===== src/rtl/mult_pkg.sv =====
// ---------------------------------------------------------------------------
// mult_pkg : shared types and constants for the sum-and-shift multiplier
// Revision : 1.0
// ---------------------------------------------------------------------------
`default_nettype none

package mult_pkg;

  typedef enum logic [2:0] {
    IDLE   = 3'd0,
    INIT   = 3'd1,
    ADD    = 3'd2,
    SHIFT  = 3'd3,
    FINISH = 3'd4
  } state_t;

  localparam logic MODE_SERIAL   = 1'b0;
  localparam logic MODE_PARALLEL = 1'b1;

  // Width of an iteration counter reaching tamano-1; never narrower than 1 bit.
  function automatic int cnt_width(input int tamano);
    return (tamano <= 2) ? 1 : $clog2(tamano);
  endfunction

endpackage

`default_nettype wire


===== src/rtl/iter_counter.sv =====
// ---------------------------------------------------------------------------
// iter_counter : up-counter with sync clear, enable and terminal-count flag
// Revision     : 1.0
// ---------------------------------------------------------------------------
`default_nettype none

module iter_counter
  import mult_pkg::*;
#(
  parameter int MAX = 8,
  parameter int W   = cnt_width(MAX)
) (
  input  logic clk,
  input  logic rst,
  input  logic i_clear,
  input  logic i_en,
  output logic o_tc
);

  logic [W-1:0] r_cnt;
  logic         w_tc;

  assign w_tc = (r_cnt == W'(MAX - 1));
  assign o_tc = w_tc;

  // Holds at terminal count so the value survives through FINISH.
  always_ff @(posedge clk) begin
    if (rst || i_clear) begin
      r_cnt <= '0;
    end else if (i_en && !w_tc) begin
      r_cnt <= r_cnt + 1'b1;
    end
  end

endmodule

`default_nettype wire


===== src/rtl/mult_sequencer.sv =====
// ---------------------------------------------------------------------------
// mult_sequencer : control FSM for the sum-and-shift multiplier datapath
// Revision       : 1.0
// ---------------------------------------------------------------------------
`default_nettype none

module mult_sequencer
  import mult_pkg::*;
#(
  parameter int tamano = 8
) (
  input  logic CLOCK,
  input  logic RESET,
  input  logic START,
  input  logic q_lsb,
  output logic shift_mode,
  output logic shift_enable,
  output logic acc_clear,
  output logic acc_load,
  output logic add_sel,
  output logic busy,
  output logic DONE
);

  state_t r_state;
  state_t w_next;
  logic   w_tc;

  iter_counter #(
    .MAX (tamano),
    .W   (cnt_width(tamano))
  ) u_iter_counter (
    .clk     (CLOCK),
    .rst     (RESET),
    .i_clear (r_state == INIT),
    .i_en    (r_state == SHIFT),
    .o_tc    (w_tc)
  );

  always_ff @(posedge CLOCK) begin
    if (RESET) begin
      r_state <= IDLE;
    end else begin
      r_state <= w_next;
    end
  end

  always_comb begin
    w_next       = r_state;
    shift_mode   = MODE_SERIAL;
    shift_enable = 1'b0;
    acc_clear    = 1'b0;
    acc_load     = 1'b0;
    add_sel      = 1'b0;
    busy         = 1'b1;
    DONE         = 1'b0;
    case (r_state)
      IDLE: begin
        busy = 1'b0;
        if (START) w_next = INIT;
      end
      INIT: begin
        shift_mode   = MODE_PARALLEL;
        shift_enable = 1'b1;
        acc_clear    = 1'b1;
        w_next       = ADD;
      end
      ADD: begin
        acc_load = 1'b1;
        add_sel  = q_lsb;
        w_next   = SHIFT;
      end
      SHIFT: begin
        shift_enable = 1'b1;
        w_next       = w_tc ? FINISH : ADD;
      end
      FINISH: begin
        DONE = 1'b1;
        if (!START) w_next = IDLE;
      end
      default: begin
        busy   = 1'b0;
        w_next = IDLE;
      end
    endcase
  end

endmodule

`default_nettype wire


===== config.mk =====
export PLATFORM = sky130hd
export DESIGN_NAME = mult_sequencer
export DESIGN_NICKNAME = d
export VERILOG_FILES = /design/src/rtl/mult_pkg.sv /design/src/rtl/iter_counter.sv /design/src/rtl/mult_sequencer.sv
export SDC_FILE = /design/constraint.sdc
export NUM_CORES = 1
export LEC_CHECK = 0
export CELL_PAD_IN_SITES_DETAIL_PLACEMENT = 1
export CELL_PAD_IN_SITES_GLOBAL_PLACEMENT = 2
export CORE_MARGIN = 3
export CORE_UTILIZATION = 24
export CTS_BUF_LIST = sky130_fd_sc_hd__clkbuf_16
export DETAILED_ROUTE_END_ITERATION = 7
export HOLD_SLACK_MARGIN = 0.08
export MAX_ROUTING_LAYER = met4
export PLACE_DENSITY = 0.8
export SYNTH_ARGS = -nofsm -noshare
export SYNTH_HDL_FRONTEND = slang
export SYNTH_HIERARCHICAL = 1
export SYNTH_SLANG_ARGS = --single-unit
export TNS_END_PERCENT = 1

===== constraint.sdc =====
create_clock -name CLOCK -period 1.46 [get_ports CLOCK]
set_clock_uncertainty 0.1 [all_clocks]
set_input_delay 0.292 -clock CLOCK [delete_from_list [all_inputs] [get_ports CLOCK]]
set_output_delay 0.292 -clock CLOCK [all_outputs]
set_load 0.03 [all_outputs]

==> results.ini <==
[timing]
setup_ws_ns=-0.0325
setup_violations=3
relSlewSlack_pct=83.8
finalHoldViolCount=0
period_share_pct=102
finalCriticalPeriod_ns=1.49
slew_violations=0
maxClockFrequency_ghz=0.670
finalSetupTns_ns=-0.0853
rsz0062_at_grt=true
tightest_slew_ns=0.243

[grt]
track_usage_pct=11.3
grt_pass1_wl_mm=1.48
grt_max_degree=9
grt-ovfl-total=0
antenna_found_initial=0
grt_pass1_vias=330

[outcome]
violations=negative setup slack
status=complete, but fails checks

[clock_tree]
clk_latency_ns=0.23
cts.clk_slew.worst_paths_ns=0.03
cts_root_buf=clkbuf_16
cts_max_level=1
clockBufferDepth=2
cts.sinks=6
cts_buffers=3
cts_tree=built

[worst_setup_path]
cp_data_required_time_ns=1.07
crit_path_start_kind=register
worstPathArrival_ns=1.10
crit_type=register to output port
endpoint_kind=output port
crit_fanout=8

[synthesis]
synth_area_um2=332
synth_fp_nets=38
yosysSeqAreaShare_pct=36.2
yosys.area.top_type=dfxtp_1
avgSynthCellArea_um2=10.4
synthTopCellsByArea=dfxtp_1, ha_1, mux2i_1
ys_ff_latch=6
yosysWarnings=6
synth.distinct_cells=20
synthCells=32
synth_top_cell_area_share_pct=36.2

[power_and_ir_drop]
netSwitchingFraction_pct=21.3
power_density_mw_per_mm2=1220
clock_power_share_pct=59.2
power_frac_comb_pct=16.3
p_int_mw=0.583
vdd.ir_drop.worst_v=0.000703
seqPwrFrac_pct=24.5
p_sw_mw=0.158
leakage_nw=0.248

[layout]
multiInputGateArea_um2=249
drive_above_1_share_pct=60.4
finalNetCount=56
areaGrowthSynthToFinish_pct=83.4
final_cells=62
final_util_pct=50.6
nFillCells=127
diodes=0
seq_area_um2=131

[routing]
drtAntennaViolNets=0
wirelength_um=937
wl_per_cell_um=15.1
first_pass_iters=1
viasPerCell=4.81
drt_iter0_markers=0
drc_errors=0
vias=298

[die]
ios=11
start_util_pct=27.6
die_y_um=43.2
dieArea_mm2=0.00186
core_area_mm2=0.00120
die_x_um=43.2
rows=12

[placement]
port-buffer-count=10
hpwl_um=621
place_inst=54
place_congestion=0.640

[min_path]
hold_class=register to register

[flow_run]
maxCapViolCount=0

critical path, cell delays in order, from the launching register on:
cell	delay [ns]
dfxtp_4	0.40
nor2b_4	0.17
and2b_4	0.17
buf_6	0.13
cells in the final DEF, fill, tap and decap left out, drive strengths merged:
| cell type | n |
|---|---|
| a21oi | 1 |
| and2 | 2 |
| and2b | 1 |
| and3 | 1 |
| and3b | 1 |
| buf | 12 |
| clkbuf | 3 |
| clkdlybuf4s50 | 3 |
| dfxtp | 6 |
| ha | 2 |
| mux2i | 2 |
| nand4b | 1 |
| nand4bb | 1 |
| nor2 | 2 |
| nor2b | 2 |
| nor3 | 3 |
| nor3b | 1 |
| nor4 | 2 |
| xnor2 | 2 |
cell type report:
type	instances	area share (%)
multi-input cells	24	40.9
repair buffers	15	22.2
flip-flops and latches	6	21.6
clock buffers	3	12.3
well taps	14	2.88
power groups by stage:
stage | clock network, mW | logic [mW] | registers (mW)
floorplan | 0 | 0.0685 | 0.181
global placement | 0 | 0.0966 | 0.183
detailed placement | 0 | 0.0999 | 0.184
CTS | 0.451 | 0.110 | 0.180
global route | 0.461 | 0.127 | 0.184
finish | 0.439 | 0.121 | 0.182
state kept, by name, indices dropped and copies added (netlist names):
signal,count
r_state,3
u_iter_counter/r_cnt,3
routing by layer:
| layer | track usage, % | part of all wire [%] |
|---|---|---|
| met1 | 10.2 | 37 |
| met4 | 9.04 | 0 |
| met2 | 19.2 | 58 |
| met5 | - | 0 |
| met3 | 3.39 | 4.3 |
worst paths after layout:
path | startpoint | to | slack [ns] | cells after the start
max | r_state[0]$_SDFFE_PP0P_ | shift_mode | -0.03 | 3
min | r_state[2]$_SDFFE_PP0P_ | r_state[1]$_SDFFE_PP0P_ | 0.40 | 1
max reg2reg | u_iter_counter/r_cnt[0]$_SDFFE_PP0P_ | u_iter_counter/r_cnt[2]$_SDFFE_PP0P_ | 0.07 | 5
min reg2reg | r_state[2]$_SDFFE_PP0P_ | r_state[1]$_SDFFE_PP0P_ | 0.40 | 1
Yosys cell counts, drive strengths merged:
library cell  count
nor3b             1
mux2i             2
buf               2
nor2b             2
xnor2             2
nand4bb           1
nor2              2
nor3              3
and2              2
nor4              2
ha                2
and3              1
and3b             1
nand4b            1
a21oi             1
dfxtp             6
and2b             1
cell families after synthesis:
family,after synthesis,share of synthesized area [%]
AO/OA/AOI/OAI,1,1.51
multiplexers,2,6.04
flip-flops,6,36.2
XOR/XNOR,2,5.28
AND/OR/NAND/NOR,17,39.6
buffers and inverters,2,3.77
adder cells (fa/ha/maj),2,7.55
repair_timing:
item / CTS / global route
setup buffers: 4 / 1
endpoints found under the setup margin: 8 / 6
gates resized for setup: 10 / 6
hold buffers: 0 / 0
pin swaps: 0 / 3
stage by stage:
step	worst slack (ns)	hold WS [ns]	power, mW	cell area (um^2)
2_1_floorplan	-0.00593	0.261	0.249	359
3_3_place_gp	0.0501	0.405	0.279	437
3_5_place_dp	-0.0166	0.425	0.284	437
4_1_cts	-0.0251	0.400	0.742	568
5_1_grt	-0.0667	0.418	0.771	608
6_report	-0.0325	0.400	0.741	608
Power figures use the tool's default switching activity.
